===== src/rtl/pipe_ctrl.sv =====
// pipe_ctrl: stall/flush sequencer for the 5-stage RV32I pipeline.
// Merges IF/ID/MEM stall requests and EX redirects; defers redirects while IF fetch is outstanding.
// Ports: clk_in, rst_in (sync, active high), rdy_in, stallreq_from_{if,id,mem},
//   branch_taken_in, branch_target_in -> stall_out[pc,if,id,ex,mem,wb], flush_out,
//   pc_redirect_out, pc_target_out, if_timeout_out (sticky).
// Optional macro PIPE_CTRL_PERF_EN adds perf_stall_cycles_out / perf_flush_count_out.
module pipe_ctrl #(
  parameter int IF_WAIT_MAX = 64,
  parameter int STALL_W     = 6
) (
  input  logic               clk_in,
  input  logic               rst_in,
  input  logic               rdy_in,
  input  logic               stallreq_from_if,
  input  logic               stallreq_from_id,
  input  logic               stallreq_from_mem,
  input  logic               branch_taken_in,
  input  logic [31:0]        branch_target_in,
  output logic [STALL_W-1:0] stall_out,
  output logic               flush_out,
  output logic               pc_redirect_out,
  output logic [31:0]        pc_target_out,
`ifdef PIPE_CTRL_PERF_EN
  output logic [31:0]        perf_stall_cycles_out,
  output logic [31:0]        perf_flush_count_out,
`endif
  output logic               if_timeout_out
);

  typedef enum logic {
    RUN,
    WAIT_IF
  } state_t;

  localparam int CW = $clog2(IF_WAIT_MAX + 1);
  localparam logic [CW-1:0] CMAX   = CW'(IF_WAIT_MAX);
  localparam logic [CW-1:0] CMAXM1 = CW'(IF_WAIT_MAX - 1);

  localparam logic [STALL_W-1:0] S_NONE = STALL_W'(6'b000000);
  localparam logic [STALL_W-1:0] S_IF   = STALL_W'(6'b000011);
  localparam logic [STALL_W-1:0] S_ID   = STALL_W'(6'b000111);
  localparam logic [STALL_W-1:0] S_MEM  = STALL_W'(6'b011111);
  localparam logic [STALL_W-1:0] S_ALL  = STALL_W'(6'b111111);

  state_t        r_state;
  state_t        w_nstate;
  logic [31:0]   r_target;
  logic [31:0]   w_ntarget;
  logic [CW-1:0] r_cnt;
  logic [CW-1:0] w_ncnt;
  logic          r_timeout;
  logic          w_ntimeout;

  always_comb begin
    w_nstate        = r_state;
    w_ntarget       = r_target;
    w_ncnt          = r_cnt;
    w_ntimeout      = r_timeout;
    stall_out       = S_NONE;
    flush_out       = 1'b0;
    pc_redirect_out = 1'b0;
    pc_target_out   = (r_state == WAIT_IF) ? r_target : 32'h0;
    if (rst_in) begin
      pc_target_out = 32'h0;
    end else if (!rdy_in) begin
      stall_out = S_ALL;
    end else if (stallreq_from_mem) begin
      // EX is held, so a branch there is re-presented once MEM drains
      stall_out = S_MEM;
    end else if (r_state == RUN && branch_taken_in) begin
      flush_out = 1'b1;
      if (!stallreq_from_if) begin
        // ID stall masked: ID holds a wrong-path instruction
        pc_redirect_out = 1'b1;
        pc_target_out   = branch_target_in;
      end else begin
        stall_out = S_IF;
        w_ntarget = branch_target_in;
        w_ncnt    = '0;
        w_nstate  = WAIT_IF;
      end
    end else if (r_state == WAIT_IF) begin
      if (stallreq_from_if) begin
        stall_out = S_ID;
        if (r_cnt != CMAX) w_ncnt = r_cnt + 1'b1;
        if (r_cnt == CMAXM1) w_ntimeout = 1'b1;
      end else begin
        // fire deferred redirect; flush drops the stale fetched word
        pc_redirect_out = 1'b1;
        pc_target_out   = r_target;
        flush_out       = 1'b1;
        w_nstate        = RUN;
      end
    end else if (stallreq_from_id) begin
      stall_out = S_ID;
    end else if (stallreq_from_if) begin
      stall_out = S_IF;
    end
  end

  always_ff @(posedge clk_in) begin
    if (rst_in) begin
      r_state   <= RUN;
      r_target  <= 32'h0;
      r_cnt     <= '0;
      r_timeout <= 1'b0;
    end else if (rdy_in) begin
      r_state   <= w_nstate;
      r_target  <= w_ntarget;
      r_cnt     <= w_ncnt;
      r_timeout <= w_ntimeout;
    end
  end

  assign if_timeout_out = r_timeout;

`ifdef PIPE_CTRL_PERF_EN
  logic [31:0] r_perf_stall;
  logic [31:0] r_perf_flush;

  always_ff @(posedge clk_in) begin
    if (rst_in) begin
      r_perf_stall <= 32'h0;
      r_perf_flush <= 32'h0;
    end else begin
      if (rdy_in && stall_out != S_NONE) r_perf_stall <= r_perf_stall + 32'h1;
      if (flush_out) r_perf_flush <= r_perf_flush + 32'h1;
    end
  end

  assign perf_stall_cycles_out = r_perf_stall;
  assign perf_flush_count_out  = r_perf_flush;
`endif

endmodule

===== config.mk =====
export PLATFORM = sky130hd
export DESIGN_NAME = pipe_ctrl
export DESIGN_NICKNAME = d
export VERILOG_FILES = /design/src/rtl/pipe_ctrl.sv
export SDC_FILE = /design/constraint.sdc
export NUM_CORES = 1
export LEC_CHECK = 0
export CORE_MARGIN = 2
export CORE_UTILIZATION = 31
export DETAILED_ROUTE_END_ITERATION = 10
export GPL_TIMING_DRIVEN = 0
export HOLD_SLACK_MARGIN = 0.15
export PLACE_DENSITY_LB_ADDON = 0.12
export SLEW_MARGIN = 30
export SYNTH_ARGS = -nofsm -noshare
export SYNTH_HDL_FRONTEND = slang
export SYNTH_SLANG_ARGS = --single-unit

===== constraint.sdc =====
create_clock -name clk_in -period 2.2 [get_ports clk_in]
set_input_delay 0.22 -clock clk_in [delete_from_list [all_inputs] [get_ports clk_in]]
set_output_delay 0.22 -clock clk_in [all_outputs]
set_load 0.1 [all_outputs]

; ---- Word level (Yosys, flattened, before mapping)
; Index checks and enable logic that the tools add are counted.
[op_classes]
n_addsub = 1
mul = 0
n_div = 0
magnitude_cmp = 0
eq_ne = 4
shifts = 0
muxes = 35
n_bitwise = 3
reduce_logical = 7
[ops]
columns = op, n
row1 = $mux 32, 8
row2 = $mux 6, 6
row3 = $mux 7, 5
row4 = $mux 1, 14
row5 = $reduce_and 6->1, 2
row6 = $add 7x1->7 const B, 1
row7 = $eq 7x6->1 const B, 1
row8 = $ne 7x7->1 const B, 1
row9 = $ne 2x2->1 const B, 2
row10 = $reduce_and 4->1, 1
row11 = $reduce_bool 2->1, 2
row12 = $mux 3, 1
row13 = $not 1->1, 3
row14 = $reduce_and 3->1, 1
row15 = $mux 2, 1
row16 = $logic_and 1x1->1, 1
[totals]
reg_bits = 41
latch_bits = 0
mem_bits_rw = 0
rom_bits = 0
input_bits = 39
output_inout_bits = 41
wordCells = 54
memories = 0

; ---- Longest topological paths before layout
[logic_depth]
depth_word = 7
mapped_depth = 6
mapped_depth_nobuf = 6

; ---- Least setup slack after synthesis
; No wires, ideal clock.
[synth_timing]
kind = reg-to-output
start = register r_state
end = output pc_redirect_out
arrival_ps = 5288
required_time_ps = 1980
path_slack_ps = -3308
stages_incl_launch_ff = 6
n_path_buf = 1
cell_sequence = dfxtp_1 > buf_2 > inv_1 > o21ai_0 > nor3b_1 > a21boi_0
[synth_via]
elab_chain_len = 6
word_cells_on_any_way = 7
classes_between = 5 x mux / 1 x bitwise / 1 x reduce/logical
[synth_rtl]
columns = element, line_no
row1 = start: declaration, 45  ; state_t r_state;
row2 = start signal: assignment, 108  ; r_state <= w_nstate;
row3 = $not 1->1, 70  ; end else if (r_state == RUN && branch_taken_in) begin
row4 = $logic_and 1x1->1, 70
row5 = $mux 1 (*), 70
row6 = $mux 1 (*), 67  ; end else if (stallreq_from_mem) begin
row7 = $mux 1 (*), 65  ; end else if (!rdy_in) begin
row8 = $mux 1 (*), 63  ; if (rst_in) begin
row9 = end: declaration, 21  ; output logic pc_redirect_out,
; Every way passes the cells marked *; elsewhere a longest branch is shown, timed or not.

; ---- Worst setup path in the final report
[layout_timing]
start = register r_state
end = output flush_out
[layout_via]
elab_chain_len = 6
word_cells_on_any_way = 7
classes_between = 5 x mux / 1 x bitwise / 1 x reduce/logical
[layout_rtl]
columns = element, line_no
row1 = $not 1->1, 70
row2 = $logic_and 1x1->1, 70
row3 = $mux 1 (*), 70
row4 = $mux 1 (*), 67
row5 = $mux 1 (*), 65
row6 = $mux 1 (*), 63
row7 = end: declaration, 20  ; output logic flush_out,
; Marked as above.

==> impl_results.md <==
- Slowest-stage cell, CP: buf_2
- Die area: 7290 um^2
- H-tree lvl count: 2
- Post-Syn Instances: 287
- GPL Wtd Cong: between 0.8 and 0.9
- Routed wire length: 6.37 mm
- CTS buffer count: 5
- Root buffer cell: clkbuf_8
- Relative slew slack: 35.5%
- Clock Path Buffers: 2
- Fin Hold WS: around 0.45 ns
- Total track usage: between 10% and 20%
- Remaining antenna violation count: 0
- Buf+Inv Stages, Crit Path: 3
- Most frequent CP cell: buf_2
- Top layer in use: met4
- Sequential area share after synthesis: 40.0%
- Wl on met1: approximately 3.1 mm
- Vias per cell: 5.13
- Synth area leaders: dfxtp_1 (40%), nand2_1 (13%), a22oi_1 (12%)
- Top FF cell, synth: dfxtp_1
- CP required: 1.98 ns
- Crit end category: output pin
- Die width: 85.4 um
- Met3 wire length: 460 um
- Synth Net Count: 328
- F_max: 473 MHz
- DRT Pass-1 Iters: 4
- CP max FO: 10
- Top-count cell post-synth: nand2_1
- Max-cap violations: 0
- First-pass GRT wire length: 10.2 mm
- Number of fill cells: 654
- Min Clock Period, post-route: approximately 2.1 ns
- Final Hold Violating Endpoints: 0
- CTS tree: done
- Peak VDD IR: 0.255 mV
- Share of the synthesized area in the top cell type: 40.0%
- Metal2 WL: 2.77 mm
- Final core occ: 50.1%
- Cell taking the most area after synthesis: dfxtp_1
- Clock slew at reported path FFs: 0.08 ns
- Routed len/inst: 14.2 um
- Die Span Y: roughly 85 um
- I/O pin count: 80
- Share of flip-flops with an asynchronous set or reset: 0%
- Lkg Pwr: approximately 1.1 nW
- Vias in the first global route: 2021
- Hold buffer count at cts: 0
- WHS Path Cells: 2
- R2R setup slack: approximately 0.42 ns
- Reg-to-Reg Start: r_cnt[0]$_SDFFE_PP0P_
- Initial core utilization: 32.2%
- Synth top cells by count: nand2_1 (72), dfxtp_1 (41), a21oi_1 (40)
- Share of cells above drive strength 1: 27.4%
- Max Slew Vio Count: 0
- Hpwl dp: ~4.6 mm
- Drt drc: 0
- Largest net degree at the start of global routing: 12
- CORE AREA: around 6400 um^2
- Area grow syn2layout: 55.7%
- Dpl cell area: 3050 um^2
- Post-synth EDFFs: 0
- Hold Path Class: flip-flop to flip-flop
- Yosys warns: 0
- Worst Path Class, Setup: flip-flop to output pin
- Vias: 2305
- Setup bufs post-CTS: 0
- Worst R2R End: r_cnt[4]$_SDFFE_PP0P_
- Synthesized flop and latch total: 41
- Hold path endpoint: if_timeout_out$_SDFFE_PP0P_
- Kind of start point of the critical path: flip-flop
- CP delay by family, top: buffers and inverters
- Hold Startpoint: if_timeout_out$_SDFFE_PP0P_
- Reg2Reg Depth: 6
- Crit-path cells: buf_2, inv_1, o21ai_0, nor3b_4, buf_2
- Status: finished, final reports clean
- Total gr overflow: 0
- Final Cell Area: 3200 um^2
- Worst Path Arrival: around 1.9 ns
- Least-Margin Pin Slew: approximately 0.96 ns
- Antenna diode count: 0
- Syn Area/Cell: between 7 and 8 um^2
- Initial antenna violation count: 0
- Fin crit share: 96.1%
- Sink Count: 41
- Port Buf Inserts: 79
- Synth Cell Area: 2050 um^2
- Row Count: 29
- PwrDens: 492 nW/um^2
- Initial drt markers: 112
- Nets: 414
- Final setup fails: 0
- Later-pin clock latency in the skew report: 0.29 ns
- Unique masters post-synth: 31
- Final Skew: about 0.0062 ns
- TNS Setup: 0 ns
- Worst path max stage delay: 0.46 ns
-- where the power goes --
part,switching (W),internal [W]
combinational,0.000231,0.000124
clock,0.000247,0.000209
sequential,0.00000742,0.000755
-- routing by layer --
layer,up-vias,track usage [%]
li1,1156,-
met1,1058,25.7
met2,86,25.8
met3,5,4.18
met4,0,3.90
met5,-,0
-- cells in the final DEF (no fill, tap or decap), drive strengths merged, types with 3 or more instances in the layout --
cell type / instances
nand2: 72
buf: 44
dfxtp: 41
a21oi: 40
clkdlybuf4s50: 39
nor2: 37
a22oi: 32
clkbuf: 19
nand3: 7
clkdlybuf4s15: 5
inv: 4
nand2b: 4
o21ai: 3
-- state kept, by name, indices dropped and copies added, names as in the netlist --
register	flops
if_timeout_out	1
r_cnt	7
r_state	1
r_target	32
-- cells by family after synthesis --
group | after synthesis | share of synthesized area, %
buf+inv | 27 | 5.72
simple gates | 134 | 27.8
fa+ha+maj | 2 | 1.22
mux | 2 | 0.974
compound gates | 81 | 24.3
flops | 41 | 40.0
-- metrics by stage --
| step | setup WS, ns | power (W) | std cells |
|---|---|---|---|
| 2_1_floorplan | -0.619 | 0.000987 | 287 |
| 3_3_place_gp | -0.993 | 0.00113 | 443 |
| 3_5_place_dp | -0.988 | 0.00113 | 443 |
| 4_1_cts | -0.0329 | 0.00159 | 449 |
| 5_1_grt | -0.00323 | 0.00164 | 449 |
| 6_report | 0.0858 | 0.00157 | 449 |
-- worst max path at each step --
stage | slack, ns | depth (start not counted) | from | to
3_5_place_dp | -0.99 | 7 | branch_taken_in | pc_target_out[27]
6_report | 0.09 | 5 | r_state$_SDFFE_PP0P_ | flush_out
4_1_cts | -0.03 | 7 | branch_taken_in | pc_target_out[27]
5_1_grt | -0.003 | 7 | rdy_in | pc_target_out[23]
2_1_floorplan | -0.62 | 5 | r_state$_SDFFE_PP0P_ | pc_redirect_out
3_3_place_gp | -0.99 | 7 | branch_taken_in | pc_target_out[21]
-- repair_timing --
item | CTS | global route
resized for setup | 250 | 23
endpoints found under the setup margin | 40 | 34
pin swaps | 0 | 1
-- worst register-to-register path: stages (launching register included) --
cell and delay, ns:
dfxtp_1 0.42, inv_1 0.08, ha_1 0.21, nor4b_1 0.15, a211oi_1 0.49, nand4_1 0.18, mux2i_1 0.14
-- final cells by class --
class                           count  area, um^2  area share [%]
Multi-Input combinational cell    219        1240            38.7
Timing Repair Buffer               79         826            25.8
Sequential cell                    41         821            25.7
Buffer                             23         130            4.07
Tap cell                           77        96.3            3.01
Clock buffer                        5        68.8            2.15
Inverter                            4        15.0           0.469
Clock inverter                      1        5.00           0.156
(Power assumes the default switching activity.)
